`config.mk`:
```
export PLATFORM = sky130hd
export DESIGN_NAME = mem_access_unit
export DESIGN_NICKNAME = d
export VERILOG_FILES = /design/src/rtl/mem_access_unit.sv
export SDC_FILE = /design/constraint.sdc
export NUM_CORES = 1
export LEC_CHECK = 0
export CAP_MARGIN = 20
export CORE_AREA = 4 4 115 117
export DETAILED_ROUTE_END_ITERATION = 7
export DIE_AREA = 0 0 119 121
export PLACE_DENSITY = 0.85
export RECOVER_POWER = 100
export SLEW_MARGIN = 30
export SYNTH_ARGS = -nofsm -noshare
export SYNTH_HDL_FRONTEND = slang
export SYNTH_SLANG_ARGS = --single-unit
```
`constraint.sdc`:
```
create_clock -name clk -period 2.8 [get_ports clk]
set_input_delay 0.42 -clock clk [delete_from_list [all_inputs] [get_ports clk]]
set_output_delay 0.42 -clock clk [all_outputs]
set_load 0.02 [all_outputs]
```
`src/rtl/mem_access_unit.sv`:
```
// MEM-stage data-memory access unit. It runs one load or store per instruction over a
// req/ack bus and holds the upstream pipeline until the access retires.
module mem_access_unit #(
  parameter int unsigned DATA_W  = 32,
  parameter int unsigned TIMEOUT = 255,
  parameter int unsigned CNT_W   = 16
) (
  input  logic              clk,
  input  logic              rst,
  input  logic [DATA_W-1:0] addr_in,
  input  logic [DATA_W-1:0] wdata_in,
  input  logic              mem_read,
  input  logic              mem_write,
  input  logic [1:0]        mem_size,
  input  logic              mem_unsigned,
  output logic              stall,
  output logic [DATA_W-1:0] load_data,
  output logic              done,
  output logic              misalign,
  output logic              bus_err,
  output logic              bus_req,
  output logic              bus_we,
  output logic [DATA_W-1:0] bus_addr,
  output logic [DATA_W-1:0] bus_wdata,
  output logic [3:0]        bus_wstrb,
  input  logic [DATA_W-1:0] bus_rdata,
  input  logic              bus_ack
);

  localparam int unsigned LANES = 4;

  typedef enum logic [1:0] {
    S_IDLE = 2'd0,
    S_BUSY = 2'd1,
    S_DONE = 2'd2
  } state_e;

  state_e state_q, state_d;

  logic [CNT_W-1:0]  cnt_q;
  logic              we_q;
  logic [1:0]        size_q;
  logic              uns_q;
  logic [1:0]        lane_q;
  logic [DATA_W-1:0] bus_addr_q;
  logic [DATA_W-1:0] bus_wdata_q;
  logic [LANES-1:0]  bus_wstrb_q;
  logic [DATA_W-1:0] load_data_q;
  logic              misalign_q;
  logic              bus_err_q;

  logic              op_c;
  logic              reject_c;
  logic              timeout_c;
  logic [DATA_W-1:0] wdata_fmt_c;
  logic [LANES-1:0]  wstrb_fmt_c;
  logic [7:0]        byte_c;
  logic [15:0]       half_c;
  logic [DATA_W-1:0] load_fmt_c;

  // Request decode: illegal (both ops or reserved size) and misaligned are both rejected.
  always_comb begin
    op_c      = mem_read | mem_write;
    reject_c  = (mem_read & mem_write) | (mem_size == 2'b11)
              | ((mem_size == 2'b01) & addr_in[0])
              | ((mem_size == 2'b10) & (addr_in[1:0] != 2'b00));
    timeout_c = (cnt_q == CNT_W'(TIMEOUT - 1));
  end

  // Store data is replicated across lanes; strobes select the addressed lanes.
  always_comb begin
    wdata_fmt_c = wdata_in;
    wstrb_fmt_c = '0;
    case (mem_size)
      2'b00: begin
        wdata_fmt_c = {4{wdata_in[7:0]}};
        wstrb_fmt_c = 4'b0001 << addr_in[1:0];
      end
      2'b01: begin
        wdata_fmt_c = {2{wdata_in[15:0]}};
        wstrb_fmt_c = 4'b0011 << addr_in[1:0];
      end
      2'b10: wstrb_fmt_c = 4'b1111;
      default: wstrb_fmt_c = '0;
    endcase
    if (!mem_write) wstrb_fmt_c = '0;
  end

  // Load lane selection and extension, using the fields captured at accept.
  always_comb begin
    case (lane_q)
      2'd0:    byte_c = bus_rdata[7:0];
      2'd1:    byte_c = bus_rdata[15:8];
      2'd2:    byte_c = bus_rdata[23:16];
      default: byte_c = bus_rdata[31:24];
    endcase
    half_c = lane_q[1] ? bus_rdata[31:16] : bus_rdata[15:0];
    case (size_q)
      2'b00:   load_fmt_c = uns_q ? {24'b0, byte_c} : {{24{byte_c[7]}}, byte_c};
      2'b01:   load_fmt_c = uns_q ? {16'b0, half_c} : {{16{half_c[15]}}, half_c};
      default: load_fmt_c = bus_rdata;
    endcase
    if (we_q) load_fmt_c = '0;
  end

  always_ff @(posedge clk or negedge rst) begin
    if (!rst) state_q <= S_IDLE;
    else      state_q <= state_d;
  end

  always_comb begin
    state_d = state_q;
    case (state_q)
      S_IDLE: if (op_c) state_d = reject_c ? S_DONE : S_BUSY;
      S_BUSY: if (bus_ack || timeout_c) state_d = S_DONE;
      S_DONE: state_d = S_IDLE;
      default: state_d = S_IDLE;
    endcase
  end

  // Gating stall with rst keeps it low while reset is held even if an op is presented.
  always_comb begin
    stall   = 1'b0;
    done    = 1'b0;
    bus_req = 1'b0;
    case (state_q)
      S_IDLE: stall = op_c & rst;
      S_BUSY: begin
        stall   = 1'b1;
        bus_req = 1'b1;
      end
      S_DONE: done = 1'b1;
      default: stall = 1'b0;
    endcase
  end

  // Capture at accept; result and error flags land on the transition into DONE.
  always_ff @(posedge clk or negedge rst) begin
    if (!rst) begin
      cnt_q       <= '0;
      we_q        <= 1'b0;
      size_q      <= 2'b00;
      uns_q       <= 1'b0;
      lane_q      <= 2'b00;
      bus_addr_q  <= '0;
      bus_wdata_q <= '0;
      bus_wstrb_q <= '0;
      load_data_q <= '0;
      misalign_q  <= 1'b0;
      bus_err_q   <= 1'b0;
    end else begin
      case (state_q)
        S_IDLE: begin
          if (op_c) begin
            we_q        <= mem_write;
            size_q      <= mem_size;
            uns_q       <= mem_unsigned;
            lane_q      <= addr_in[1:0];
            bus_addr_q  <= {addr_in[DATA_W-1:2], 2'b00};
            bus_wdata_q <= wdata_fmt_c;
            bus_wstrb_q <= wstrb_fmt_c;
            cnt_q       <= '0;
            load_data_q <= '0;
            misalign_q  <= reject_c;
            bus_err_q   <= 1'b0;
          end
        end
        S_BUSY: begin
          cnt_q <= cnt_q + CNT_W'(1);
          if (bus_ack)        load_data_q <= load_fmt_c;
          else if (timeout_c) bus_err_q   <= 1'b1;
        end
        S_DONE: begin
          misalign_q <= 1'b0;
          bus_err_q  <= 1'b0;
        end
        default: cnt_q <= '0;
      endcase
    end
  end

  assign load_data = load_data_q;
  assign misalign  = misalign_q;
  assign bus_err   = bus_err_q;
  assign bus_we    = we_q;
  assign bus_addr  = bus_addr_q;
  assign bus_wdata = bus_wdata_q;
  assign bus_wstrb = bus_wstrb_q;

endmodule

```
==> out/qor.txt, run 1 <==
Status: complete, but fails checks
Failing checks: max-capacitance violations
Setup_tns: 0 ps
Slowest Stage Delay on Critical Path: 660 ps
Clk sink count: 124
Clk_lat worst skew: 410 ps
Overall Global Routing Usage: 0.2538
Post-DP HPWL: 13.12 mm
Crit path cell chain: dlygate4sd3_1 > or2_2 > a21oi_1 > nor2_1 > dlygate4sd3_1
PostCTS Resize Cnt: 0
Starting density of the core: 0.4790
# setup viols final: 0
Final Critical Period: 2707 ps
Die Wd: 119 um
Worst path slowest cell: dlygate4sd3_1
Area Overhead vs Synth: 47.60%
First-pass GRT wire length: 29.11 mm
DRC violations left: 0
Most frequent CP cell: dlygate4sd3_1
Clock Root Buffer: clkbuf_16
Post-route insts no fill: 998
Commonest cells after routing, fill and taps aside: nand2_1, dfrtp_1, dlygate4sd3_1
Most common cell after layout, fill and taps aside: nand2_1
Synth async-reset ratio: 1.000
Vias per Instance: 5.635
Cells after DPL: 966
Max Cap Viol: 1
Avg Cell Area, Syn: 9.661 sq um
Post-synth EDFFs: 0
Top_reg_cell synth: dfrtp_1
Power per cell area: 999.6 mW/mm^2
Die area: 0.01440 sq mm
Number of post-CTS setup repair buffers: 0
Clock Skew: 5.396 ps
Hold_buf cts: 0
Nets: 919
Hold Fails Final Rpt: 0
Peak VDD IR: 632.7 uV
Max Root-Sink Buffers: 2
Post-synthesis cell count: 613
Number of global-route vias before repair: 5618
Via count: 5624
Critical Path AT: 2290 ps
CP startpoint kind: input port
Max-slew violation count: 0
Register area share after synthesis: 0.5240
Routability congestion estimate: 0.8961
TritonCTS buffer count: 17
Mapped Area: 0.005922 sq mm
Initial antenna violation count: 0
Type of the tightest min-delay check: reg2reg
Crit. End Element: primary output
Core ar.: 0.01236 sq mm
Gr ovfl total: 0
Post-DP Area: 0.008165 sq mm
Fmax: 369.5 MHz
IO Port Bufs: 207
Final ANT Viol Nets: 0
CTS tree: built
Share of layout cells above drive strength 1: 0.08596
Crit path kind: in2out
Post-synth cell types: 50
Routed len/inst: 18.09 um
Antenna diodes: 0
I/O pins: 210
Worst relative slew slack: 0.003830
Drt pass-1 iters: 5
Worst-path maximum fanout: 5
DR iter-0 viols: 507
Yosys Warn Count: 0
Die Y-Extent: 121 um
Largest net degree at the start of global routing: 67
Clk slew on worst S/H paths: 60 ps
RSZ-0062 raised after global routing: false
H-tree lvl count: 4
P_leak: 4.029 nW
Synth Register Bits: 124
Total Routed Length: 18.06 mm
Site Rows: 41
Worst Path Required: 2380 ps
Post-route cell area: 0.008741 sq mm
Worst-margin pin slew: 1494 ps
Tcrit/Tclk final: 0.9666
area by class of cell:
class                      instances  area (sq um)
timing repair buffer             227          2198
fill                             902          3622
sequential                       124          3103
multi-input combinational        435          2582
clock buffer                      21         470.5
tap                              172         215.2
inverter                           8         30.03
clock inverter                    11         141.4
power by group:
group / internal [mW] / total [mW] / switching (mW)
registers: 2.41 / 2.85 / 0.443
clock network: 1.46 / 2.26 / 0.791
logic: 1.54 / 3.63 / 2.09
total: 5.41 / 8.74 / 3.33
registers in the layout, indices dropped and copies added (netlist names):
register	flops
bus_addr	30
bus_err	1
bus_wdata	32
bus_we	1
bus_wstrb	4
cnt_q	16
lane_q	2
load_data	32
misalign	1
size_q	2
state_q	2
uns_q	1
cell families (layout without fill, tap and decap cells):
family	after synthesis	in the layout	share of synthesized area
simple gates	229	229	0.1724
compound gates	158	158	0.1771
flops	124	124	0.5240
buf+inv	55	267	0.04162
mux	44	44	0.08008
fa+ha+maj	2	2	0.004225
other cells	1	2	0.0006332
Yosys cell counts, types with 2 or more instances:
cell	n	area (sq um)
a211o_1	6	52.55
mux2_2	17	191.4
buf_2	14	70.07
a21oi_1	30	150.1
nand3_1	6	30.03
o22ai_1	10	62.56
dfrtp_1	124	3103
ha_1	2	25.02
nor3_1	11	55.05
and3_1	2	12.51
or2_2	2	12.51
and4_1	3	26.28
a31oi_1	8	50.05
nand2b_1	4	25.02
buf_1	3	11.26
o31ai_1	8	60.06
mux2i_1	26	260.3
a221o_1	18	180.2
nand2_1	145	544.3
inv_1	7	26.28
nor4_1	2	12.51
buf_6	2	22.52
o21ai_0	53	265.3
or3_1	2	12.51
clkbuf_1	26	97.59
nor2_1	26	97.59
a21o_1	2	15.01
a32o_1	6	60.06
nor2b_1	8	50.05
buf_4	2	15.01
and2_1	3	18.77
a22o_1	10	87.58
nand4_1	8	50.05
worst max-delay path, delay by kind of cell:
kind | cells | cell delay, ps
AOI/OAI and AO/OA | 1 | 160
and+or+nand+nor | 2 | 430
buffers and inverters | 2 | 1260
routing by layer:
metal,track usage,vias up,share of wire,wire length [um]
li1,-,2581,-,-
met1,0.3032,2695,0.38,6903
met2,0.4228,302,0.49,8886
met3,0.08718,46,0.097,1749
met4,0.09993,0,0.029,516
met5,0,-,0,0
worst paths after layout:
kind | startpoint | to | slack, ps | cells after the start
max in group asynchronous | rst | cnt_q[12] | 530 | 3
hold reg to reg | bus_addr[16] | bus_addr[16] | 460 | 2
min in group asynchronous | rst | load_data[20] | 520 | 2
hold / removal | bus_addr[16] | bus_addr[16] | 460 | 2
setup / recovery | mem_write | stall | 90 | 5
setup reg to reg | state_q[0] | load_data[28] | 400 | 4
stage by stage:
step                      hold slack, ps  setup slack (ps)    util  power, mW
after global routing               496.5             39.39  0.7070      9.236
after floorplan                    124.4              1096       -      4.891
after CTS                          192.5             137.9  0.7099      9.059
final                              465.0             93.41  0.7070      8.737
after detailed placement           461.5             121.8  0.6605      6.762
after global placement             453.1             229.9  0.6605      6.612
Note: power is estimated with default switching activity, not from simulation.
==> run 2: changes to the inputs <==
Settings changed: CTS_CLUSTER_DIAMETER from default to 100, PLACE_DENSITY 0.85 to 0.86, SKIP_CTS_REPAIR_TIMING from default to 1.
==> run 2 against run 1 <==
  * The flow finishes with violations (max-capacitance violations, max-slew violations)
  * Register-to-register slack worse by 90 ps
  * Hold slack better by 5.7 ps
  * Clock skew is 1.3 ps higher
  * Sequential share of layout area is 0.38 points higher
  * Maximum frequency is 0.24% lower
  * Final area is 1.1% lower
  * Clock-buffer cell count is 5 higher
  * Combinational power hardly changed
  * Final cell count is 0.40% lower
  * Clock power is 8% lower
  * Highest routed layer unchanged
==> out/qor.txt, run 2 (synthesis results as in run 1) <==
Status: complete, but fails checks
Failing checks: max-capacitance violations, max-slew violations
Core ar.: 0.01236 sq mm (unchanged)
Final ANT Viol Nets: 0 (unchanged)
Setup_tns: 0 ps (unchanged)
TritonCTS buffer count: 17 (unchanged)
Type of the tightest min-delay check: reg2reg
Clk sink count: 124 (unchanged)
Crit path cell chain: dlygate4sd3_1 > or2_2 > a21oi_1 > nor2_1 > dlygate4sd3_1
Post-route cell area: 0.008648 sq mm (-1.1%)
CP delay by family, top: buffers and inverters
Slowest Stage Delay on Critical Path: 660 ps (about the same)
Fmax: 368.6 MHz (-0.24%)
Initial antenna violation count: 0 (unchanged)
Worst relative slew slack: -0.05104 (-0.05487)
Total Routed Length: 17.85 mm (-1.2%)
Peak VDD IR: 650.2 uV (+2.8%)
Final hold slack: 470.6 ps (+5.691 ps)
Routed len/inst: 17.95 um (-0.77%)
Post-DP HPWL: 12.94 mm (-1.4%)
Commonest cells after routing, fill and taps aside: nand2_1, dfrtp_1, dlygate4sd3_1
Worst Path Required: 2380 ps (about the same)
Crit path kind: in2out
Final core occ: 0.6995 (-0.007489)
DR iter-0 viols: 571 (+13%)
CP Buf/Inv Count: 2 (unchanged)
Routability congestion estimate: 0.8310 (-7.3%)
Via count: 5548 (-1.4%)
DRC violations left: 0 (unchanged)
IO Port Bufs: 207 (unchanged)
Number of global-route vias before repair: 5633 (+0.27%)
Max Cap Viol: 1 (unchanged)
Worst-margin pin slew: 1577 ps (+82.31 ps)
Max Root-Sink Buffers: 2 (unchanged)
Final Critical Period: 2713 ps (+6.393 ps)
Total Power: 8.502 mW (-2.7%)
Final WS setup: 87.02 ps (-6.393 ps)
Max-slew violation count: 66 (+66)
Clock Root Buffer: clkbuf_16
Most common cell after layout, fill and taps aside: nand2_1
Die Wd: 119 um (unchanged)
Post-DP Area: 0.008128 sq mm (-0.46%)
Pre-CTS setup slack: 210.1 ps (+88.27 ps)
Antenna diodes: 0 (unchanged)
Clock Skew: 6.727 ps (+1.330 ps)
Share of layout cells above drive strength 1: 0.07786 (-0.008098)
Post-route insts no fill: 994 (-0.40%)
P_leak: 3.980 nW (-1.2%)
Gr ovfl total: 0 (unchanged)
I/O pins: 210 (unchanged)
Clk_lat worst skew: 410 ps (about the same)
Site Rows: 41 (unchanged)
Area Overhead vs Synth: 46.04%
Worst path slowest cell: dlygate4sd3_1
H-tree lvl count: 4 (unchanged)
First-pass GRT wire length: 28.48 mm (-2.2%)
Power per cell area: 983.1 mW/mm^2 (-1.6%)
Worst-path maximum fanout: 5 (unchanged)
Starting density of the core: 0.4790 (unchanged)
Critical Path AT: 2290 ps (about the same)
Crit. End Element: primary output
Drt pass-1 iters: 5 (unchanged)
Tcrit/Tclk final: 0.9689 (+0.002283)
Clk slew on worst S/H paths: 50 ps (about the same)
# setup viols final: 0 (unchanged)
Nets: 915 (-0.44%)
Overall Global Routing Usage: 0.2497 (-0.004073)
Largest net degree at the start of global routing: 66 (-1.5%)
Most frequent CP cell: dlygate4sd3_1
Die Y-Extent: 121 um (unchanged)
RSZ-0062 raised after global routing: false
CP startpoint kind: input port
CTS tree: built
Hold Fails Final Rpt: 0 (unchanged)
Vias per Instance: 5.581 (-0.95%)
Die area: 0.01440 sq mm (unchanged)
Cells after DPL: 962 (-0.41%)
-- run 2: cell types whose count changed in the layout (fill, tap and decap cells not counted), sizes merged --
cell	previous run	this run
buf	10	7
clkbuf	32	36
dlygate4sd3	104	105
clkdlybuf4s50	102	101
clkinvlp	3	2
bufinv	3	1
clkinv	6	4
-- run 2: final cells by class --
class / count / area (sq um)
clock buffer: 26 / 499.2
clock inverter: 6 / 60.06
fill: 934 / 3715
inverter: 8 / 30.03
multi-input combinational: 435 / 2585
sequential: 124 / 3103
tap: 172 / 215.2
timing repair buffer: 223 / 2156
-- run 2: worst reg2reg max path, cell delays in order (launching register included) --
cell and delay (ps):
dfrtp_1 510, clkbuf_1 670, clkinv_1 490, nor3_1 330, o31ai_1 110, a32o_1 270
-- run 2: power by group --
part           total, mW  switching (mW)  internal, mW
Clock               2.07           0.761          1.31
Sequential          2.83           0.425          2.41
Combinational       3.60            2.09          1.51
-- run 2: worst paths after layout --
kind                        startpoint       endpoint  slack, ps  cells past startpoint
setup / recovery             mem_write          stall         90                      5
hold / removal             bus_addr[6]    bus_addr[6]        470                      2
setup reg to reg             lane_q[1]   load_data[5]        310                      5
hold reg to reg            bus_addr[6]    bus_addr[6]        470                      2
max in group asynchronous          rst   bus_addr[30]        650                      3
min in group asynchronous          rst  load_data[18]        600                      2
-- run 2: layer usage --
layer,global-route usage,vias up,wire length (um),share of wire
met5,0,-,0,0
met2,0.4203,262,8743,0.49
li1,-,2572,-,-
met1,0.2947,2673,7196,0.40
met4,0.1043,0,444,0.025
met3,0.08159,41,1461,0.082
==> run 3: changes to the inputs <==
Settings changed: ABC_AREA from default to 1, ABC_CLOCK_PERIOD_IN_PS from default to 2800, CORE_AREA 4 4 115 117 to 4 4 116 118, CTS_BUF_LIST from default to sky130_fd_sc_hd__clkbuf_8, DIE_AREA 0 0 119 121 to 0 0 120 122, PLACE_DENSITY 0.86 to 0.87.
==> run 3 against run 2 <==
  * The run still ends with max-capacitance violations, max-slew violations left
  * Sequential share of layout area is 0.13 points lower
  * Final cell count grew 21%
  * Non-clock buffer count is 8 lower
  * Clock skew is 2.6 ps higher
  * Sequential cell count is the same
  * Synthesized cell count rose by 34%
  * Critical path type is now reg2out
  * Largest cell class unchanged
==> out/qor.txt, run 3 <==
Status: complete, but fails checks
Failing checks: max-capacitance violations, max-slew violations
Setup_tns: 0 ps (unchanged)
RSZ-0062 raised after global routing: false
Share of layout cells above drive strength 1: 0.04850 (-0.02936)
Area Overhead vs Synth: 41.48%
Clock Skew: 9.332 ps (+2.606 ps)
Largest net degree at the start of global routing: 125 (+89%)
Clk slew on worst S/H paths: 80 ps (+30 ps)
Die Y-Extent: 122 um (+0.83%)
Final Critical Period: 2465 ps (-247.6 ps)
Commonest cells after routing, fill and taps aside: nand2_1, dfrtp_1, dlygate4sd3_1
Worst relative slew slack: -0.1131 (-0.06207)
Drt pass-1 iters: 5 (unchanged)
Overall Global Routing Usage: 0.2568 (+0.007064)
Synth Register Bits: 124 (unchanged)
# setup viols final: 0 (unchanged)
Hold Crit Endpoint: bus_err
Most frequent cells after synthesis: nand2_1, dfrtp_1, o21ai_0, nor2_1, inv_1
Peak VDD IR: 639.5 uV (-1.6%)
DR iter-0 viols: 587 (+2.8%)
Die Wd: 120 um (+0.84%)
Worst Reg-to-Reg Cells: 6 (+1)
Max-slew violation count: 125 (+89%)
Count leader, synth: nand2_1
Max Cap Viol: 1 (unchanged)
Post-synth EDFFs: 0 (unchanged)
Hold Startpoint: bus_err
Initial antenna violation count: 0 (unchanged)
Routed len/inst: 15.23 um (-15%)
Routability congestion estimate: 0.8825 (+6.2%)
Flop2flop setup slack: 580 ps (+270 ps)
Worst Path Required: 2380 ps (about the same)
Crit path kind: reg2out
Worst-path maximum fanout: 19 (+14)
Tcrit/Tclk final: 0.8805 (-0.08844)
Largest cells by area after synthesis: dfrtp_1, nand2_1, o21ai_0
P_leak: 4.433 nW (+11%)
Mapped Area: 0.006136 sq mm (+3.6%)
DRC violations left: 0 (unchanged)
Gr ovfl total: 0 (unchanged)
CP startpoint kind: register
I/O pins: 210 (unchanged)
Fillers: 999 (+7.0%)
Area leader, netlist: dfrtp_1
H-tree lvl count: 4 (unchanged)
Antenna diodes: 0 (unchanged)
Most common cell after layout, fill and taps aside: nand2_1
Fmax: 405.6 MHz (+10%)
Crit. End Element: primary output
Total Power: 8.424 mW (-0.92%)
TritonCTS buffer count: 17 (unchanged)
Final ANT Viol Nets: 0 (unchanged)
Worst-margin pin slew: 1670 ps (+93.10 ps)
Die area: 0.01464 sq mm (+1.7%)
R2r startpoint: state_q[0]
Post-synthesis cell count: 820 (+34%)
Hold path depth: 2 (unchanged)
CTS tree: built
Avg Cell Area, Syn: 7.483 sq um (-23%)
Clock Root Buffer: clkbuf_8
Post-DP HPWL: 13.00 mm (+0.49%)
Yosys Warn Count: 0 (unchanged)
Number of global-route vias before repair: 6051 (+7.4%)
Critical Path AT: 2050 ps (-240 ps)
Via count: 6160 (+11%)
Nets: 1124 (+23%)
Clk_lat worst skew: 450 ps (+40 ps)
Power per cell area: 970.4 mW/mm^2 (-1.3%)
Hold Fails Final Rpt: 0 (unchanged)
Type of the tightest min-delay check: reg2reg
Post-synth cell types: 29 (-42%)
Sequential Area: 0.003103 sq mm (unchanged)
Final WS setup: 334.7 ps (+247.6 ps)
Pre-CTS setup slack: 372.8 ps (+162.7 ps)
Vias per Instance: 5.121 (-8.3%)
Total Routed Length: 18.33 mm (+2.7%)
Register area share after synthesis: 0.5057 (-0.01827)
IO Port Bufs: 207 (unchanged)
First-pass GRT wire length: 29.76 mm (+4.5%)
Top_reg_cell synth: dfrtp_1
Clk sink count: 124 (unchanged)
Core ar.: 0.01247 sq mm (+0.83%)
Synth top area share: 0.5057 (-0.01827)
Site Rows: 41 (unchanged)
Starting density of the core: 0.4922 (+0.01322)
Reg2reg end: bus_wdata[18]
Area occupied by multi-input gates: 0.002601 sq mm (+0.63%)
Max Root-Sink Buffers: 2 (unchanged)
Synth async-reset ratio: 1.000 (unchanged)
[run 3: changes by cell type after synthesis, moves of 22 or more]
cell and delta:
inv_1 +46, nor2_1 +45, o21ai_0 +22, mux2i_1 -26
nand3_1 +32, nand2_1 +185
[run 3: cells by family (layout without fill, tap and decap cells)]
kind of cell    after synthesis  in the layout  synth area share
flops                       124            124            0.5057
buf+inv                      95            305           0.06933
other cells                   1              2         0.0006112
simple gates                460            460            0.3032
compound gates              138            138            0.1170
fa+ha+maj                     2              2          0.004078
[run 3: per-stage QoR]
step | hold slack [ps] | cell area (sq um) | instances | util
after floorplan | 124.4 | 6140 | 821 | -
after global placement | 462.2 | 8309 | 1171 | 0.6666
after detailed placement | 465.3 | 8309 | 1171 | 0.6666
after CTS | 122.9 | 8727 | 1203 | 0.7001
after global routing | 480.7 | 8681 | 1203 | 0.6964
final | 475.6 | 8681 | 1203 | 0.6964
[run 3: worst max path at each step]
| stage | cells past startpoint | end | startpoint | slack (ps) |
|---|---|---|---|---|
| 3_5_place_dp | 8 | load_data[3] | mem_write | 370 |
| 5_1_grt | 4 | bus_req | state_q[0] | 230 |
| 3_3_place_gp | 8 | load_data[3] | mem_write | 540 |
| 6_report | 4 | bus_req | state_q[0] | 330 |
| 2_1_floorplan | 5 | stall | state_q[0] | 1370 |
| 4_1_cts | 4 | bus_req | state_q[0] | 390 |
[run 3: layout make-up]
| class | count | area share |
|---|---|---|
| Clock buffer | 18 | 0.02854 |
| Clock inverter | 14 | 0.01960 |
| Inverter | 58 | 0.02537 |
| Multi-Input combinational cell | 602 | 0.2997 |
| Sequential cell | 124 | 0.3575 |
| Tap cell | 172 | 0.02479 |
| Timing Repair Buffer | 215 | 0.2446 |
[run 3: critical path, cell delays in order (launching register included)]
cell	delay (ps)
dfrtp_1	420
inv_1	50
nor2_1	130
buf_4	270
dlygate4sd3_1	710
[run 3: routing by layer]
metal | up-vias | wire, um | global-route usage
li1 | 3002 | - | -
met1 | 2825 | 7018 | 0.3078
met2 | 300 | 8763 | 0.4078
met3 | 33 | 2188 | 0.1281
met4 | 0 | 355 | 0.08017
met5 | - | 0 | 0
[run 3: where the power goes]
group	leakage [nW]	internal [mW]	switching (mW)
sequential	1.60	2.42	0.423
clock	0.201	0.903	0.752
combinational	2.63	1.46	2.47
==> patch 1 (config.mk and constraints of run 1) <==
Re-encode `state_e` (3 states) as one-hot, 3 bits wide.
--- a/src/rtl/mem_access_unit.sv
+++ b/src/rtl/mem_access_unit.sv
@@ -30,8 +30,8 @@
   localparam int unsigned LANES = 4;
 
-  typedef enum logic [1:0] {
-    S_IDLE = 2'd0,
-    S_BUSY = 2'd1,
-    S_DONE = 2'd2
+  typedef enum logic [2:0] {
+    S_IDLE = 3'b001,
+    S_BUSY = 3'b010,
+    S_DONE = 3'b100
   } state_e;
 
Formal check against the unedited RTL: same outputs for any inputs over 4 cycles, from zero or initial values and one cycle with rst low; so few cycles prove little.
==> patch 1 against run 1 <==
  * The run ends with max-capacitance violations, max-slew violations left
  * Combinational power up 2%
  * Setup slack better by 0.045 ns
  * Wire length up 0.55%
  * Final area up 0.21%
  * Area after synthesis up 0.89%
  * Total power up 1.0%
  * Sequential cell count up 1
  * Critical path type is now reg2out
  * Critical endpoint is now bus_req
  * Largest cell class unchanged
  * Highest routed layer unchanged
==> patch 1: results (changes against run 1) <==
outcome: complete, but fails checks
failing checks: max-capacitance violations, max-slew violations
met3 routing resource usage after global routing: 8.858% (+0.14 points)
# placed instances: 977 (+1.1%)
Final #Nets: 930 (+1.2%)
biggest area contributors in the synthesized netlist: sky130_fd_sc_hd__dfrtp_1 (52%), sky130_fd_sc_hd__nand2_1 (11%), sky130_fd_sc_hd__mux2i_1 (4.5%), sky130_fd_sc_hd__o21ai_0 (4.4%), sky130_fd_sc_hd__a21oi_1 (2.5%)
hold_ws: 0.4681 ns (+0.003147 ns)
Slew headroom: -13.44% (-14 points)
multi-input combinational cell count: 451 (+3.7%)
Worst R2R Setup Slack: 0.43 ns (+0.03 ns)
multiplexer area fraction after synthesis: 6.031% (-2.0 points)
DPL Wire Length: 13050 um (-0.49%)
capturing point of the worst reg2reg path: bus_wstrb[0]$_DFFE_PN0P_
reg-to-reg critical path startpoint: state_q[0]$_DFFE_PN1P_
Buffers, non-clock: 220 (-3.1%)
signed area change from the synthesized netlist to the final layout: 46.62%
Critical Path Sink: bus_req
Tcrit/Tclk final: 95.06% (-1.6 points)
Maximum Capacitance Violations: 1 (unchanged)
maximum fanout along the worst path: 13 (+8)
data-path buffer share of cell area in the final layout: 24.61% (-0.54 points)
Hold Path Origin: bus_wstrb[3]$_DFFE_PN0P_
Pleak: 0.004075 uW (+1.1%)
final count of pins violating max slew: 126 (+126)
number of flip-flops and latches in the synthesized netlist: 125 (+0.81%)
total global-route track usage: 25.65% (+0.26 points)
portion of the post-synthesis area used by sequential elements: 52.38% (about the same)
==> patch 1: cell types whose count changed in the layout (fill, tap and decap cells not counted), sizes merged, moves of 5 or more <==
cell,delta
nand2,+28
o22ai,-10
mux2,-9
nand2b,+7
nor2b,-7
o2bb2ai,+7
or4,+7
a211o,-6
a22o,-6
a31oi,-6
or3,+5
==> patch 1: cells by family after synthesis <==
logic type,after synthesis
other,1
and+or+nand+nor,259
muxes,35
AOI/OAI and AO/OA,153
buffers and inverters,50
adders and majority gates,2
DFF,125
==> patch 1: power by group <==
part | total [uW] | leakage, uW | switching (uW) | internal [uW]
clock | 2300 | 0.000309 | 765 | 1530
sequential | 2820 | 0.00162 | 416 | 2400
combinational | 3710 | 0.00215 | 2250 | 1460
==> patch 1: worst max-delay path: stages (launching register included) <==
cell	delay, ns
sky130_fd_sc_hd__dfrtp_1	0.49
sky130_fd_sc_hd__or3b_4	0.54
sky130_fd_sc_hd__inv_4	0.11
sky130_fd_sc_hd__dlygate4sd3_1	0.67
==> patch 2 (settings of run 1) <==
Without the edit above. Change the parameter `TIMEOUT` from 255 to 191.
--- a/src/rtl/mem_access_unit.sv
+++ b/src/rtl/mem_access_unit.sv
@@ -3,5 +3,5 @@
 module mem_access_unit #(
   parameter int unsigned DATA_W  = 32,
-  parameter int unsigned TIMEOUT = 255,
+  parameter int unsigned TIMEOUT = 191,
   parameter int unsigned CNT_W   = 16
 ) (
Formal check against the unedited RTL: same outputs for any inputs over 4 cycles, from zero or initial values and one cycle with rst low; that may be too few to reach the edited logic, so the function may still have changed.
==> patch 2 against run 1 <==
  * Final area shrank 0.29%
  * Sequential cell count is the same
  * Clock skew grew 0.0024 ns
  * Area after synthesis shrank 0.23%
  * Synthesized cell count shrank 0.65%
  * Total power shrank 0.41%
  * Setup slack gained 0.16 ns
  * Wire length grew 1.0%
==> patch 2: results (changes against run 1) <==
outcome: complete, no violations
worst setup path startpoint: mem_write
number of buffers inserted during clock tree synthesis: 17 (unchanged)
first-pass GRT wire length: 29580 um (+1.6%)
worst path arrival time: 2.13 ns (-0.16 ns)
Root Buffer: sky130_fd_sc_hd__clkbuf_16
CTS H-tree depth: 4 (unchanged)
DRT iter0 DRCs: 538 (+6.1%)
multiplexer area fraction after synthesis: 8.026% (+0.019 points)
count of antenna diodes in the layout: 0 (unchanged)
maximum fanout along the worst path: 5 (unchanged)
count of nets left with antenna violations after detail routing: 0 (unchanged)
Post-Route Skew: 0.007836 ns (+0.002440 ns)
aggregate routed wire length: 18240 um (+1.0%)
initial antenna violation count: 0 (unchanged)
maximum buffer depth of the clock tree: 2 (unchanged)
DPL Wire Length: 13280 um (+1.2%)
number of distinct library cell variants in the gate-level netlist after synthesis: 52 (+4.0%)
number of iterations in the first detailed-routing pass: 5 (unchanged)
portion of the post-synthesis area used by sequential elements: 52.52% (+0.12 points)
predominant post-synthesis flop cell: sky130_fd_sc_hd__dfrtp_1
fraction of the mapped netlist area in compound gates: 17.43% (-0.28 points)
Yosys warning total: 0 (unchanged)
biggest area contributors in the synthesized netlist: sky130_fd_sc_hd__dfrtp_1 (53%), sky130_fd_sc_hd__nand2_1 (9.5%), sky130_fd_sc_hd__mux2i_1 (4.4%), sky130_fd_sc_hd__o21ai_0 (4.2%), sky130_fd_sc_hd__mux2_2 (3.2%)
xor-xnor portion of the synthesized cell area: 0% (unchanged)
reg-to-reg critical path startpoint: state_q[0]$_DFFE_PN0P_
Port Buffers: 207 (unchanged)
post-CTS sizing: 0 (unchanged)
fill cell instance count of the final layout: 887 (-1.7%)
Clock Latency Late Sink: 0.41 ns (about the same)
post-synthesis share of cell area spent on full adders, half adders and majority gates: 0.4235% (+0.00098 points)
Final #Nets: 918 (-0.11%)
Slew headroom: 2.440% (+2.1 points)
largest voltage drop on the vdd net: 658.9 uV (+4.1%)
number of buffers added for setup after CTS: 0 (unchanged)
commonest cells in the synthesized netlist: sky130_fd_sc_hd__nand2_1 (149), sky130_fd_sc_hd__dfrtp_1 (124), sky130_fd_sc_hd__o21ai_0 (50)
pin count of the biggest net entering global routing: 59 (-12%)
share of layout cells above drive strength 1: 8.010% (-0.59 points)
Pleak: 0.004059 uW (+0.75%)
vias in the first global route: 5723 (+1.9%)
clock-pin slew on the worst setup and hold paths: 0.06 ns (about the same)
post-synthesis async set-or-reset flop share: 100.0% (unchanged)
final weighted congestion in routability-driven placement: 0.8601 (-4.0%)
class of the tightest hold or removal check: in2async
total via count in the routed design: 5578 (-0.82%)
total global-route track usage: 26.01% (+0.63 points)
patch 2: cell count changes in the layout (fill, tap and decap cells not counted), moves of 3 or more:
| cell | change |
|---|---|
| sky130_fd_sc_hd__nand4_1 | -4 |
| sky130_fd_sc_hd__clkinvlp_4 | -3 |
| sky130_fd_sc_hd__o21ai_0 | -3 |
| sky130_fd_sc_hd__nand2_1 | +3 |
| sky130_fd_sc_hd__nor3_1 | -3 |
patch 2: logic make-up (layout without fill, tap and decap cells):
logic type	Yosys count	in the layout
AND/OR/NAND/NOR	233	233
AO/OA/AOI/OAI	154	154
flip-flops	124	124
buffers and inverters	51	265
multiplexers	44	44
adder cells (fa/ha/maj)	2	2
other	1	2
patch 2: path summary, 6_finish.rpt:
check / end / slack [ns] / depth (start not counted)
worst max-delay path: stall / 0.25 / 5
worst min-delay path: load_data[21]$_DFFE_PN0P_ / 0.43 / 2
worst max register to register: load_data[19]$_DFFE_PN0P_ / 0.45 / 4
worst min register to register: bus_addr[5]$_DFFE_PN0P_ / 0.47 / 2
max in group asynchronous: bus_wdata[24]$_DFFE_PN0P_ / 0.67 / 3
min in group clk: bus_addr[5]$_DFFE_PN0P_ / 0.47 / 2
patch 2: what timing repair did:
item                       in CTS  in global routing
setup endpoints to repair       0                  0
hold endpoints to repair       19                  0
hold buffers                    1                  0
patch 2: final cells by class:
type	count	area [sq um]	share of cell area, %
multi-input cells	435	2577	29.57
clock buffers	24	501.7	5.757
well taps	172	215.2	2.469
clock inverters	7	110.1	1.263
repair buffers	226	2178	24.99
inverters	8	30.03	0.3445
flip-flops and latches	124	3103	35.60
patch 2: critical path: stages:
cell and delay (ns):
sky130_fd_sc_hd__clkdlybuf4s50_1 0.51, sky130_fd_sc_hd__or2_2 0.41, sky130_fd_sc_hd__a21oi_1 0.19, sky130_fd_sc_hd__nor2_1 0.05, sky130_fd_sc_hd__clkdlybuf4s50_1 0.54
patch 2: power by group:
group | internal [uW] | switching, uW
clock network | 1510 | 756
registers | 2410 | 431
logic | 1500 | 2100
patch 2: stage by stage:
stage | power, uW | cell area [sq um] | std cells | utilization (%) | setup slack, ns
after floorplan | 4874 | 5912 | 610 | - | 1.089
after global placement | 6598 | 8145 | 964 | 65.88 | 0.2465
after detailed placement | 6721 | 8145 | 964 | 65.88 | 0.09918
after CTS | 9037 | 8767 | 996 | 70.91 | 0.2624
after global routing | 9189 | 8716 | 996 | 70.50 | 0.1548
final | 8702 | 8716 | 996 | 70.50 | 0.2543
patch 2: routing by layer:
layer | track usage [%] | up-vias | wire [um]
li1 | - | 2576 | -
met3 | 9.790 | 43 | 1638
met1 | 30.31 | 2701 | 7253
met2 | 43.02 | 258 | 8774
met4 | 11.30 | 0 | 573
met5 | 0 | - | 0
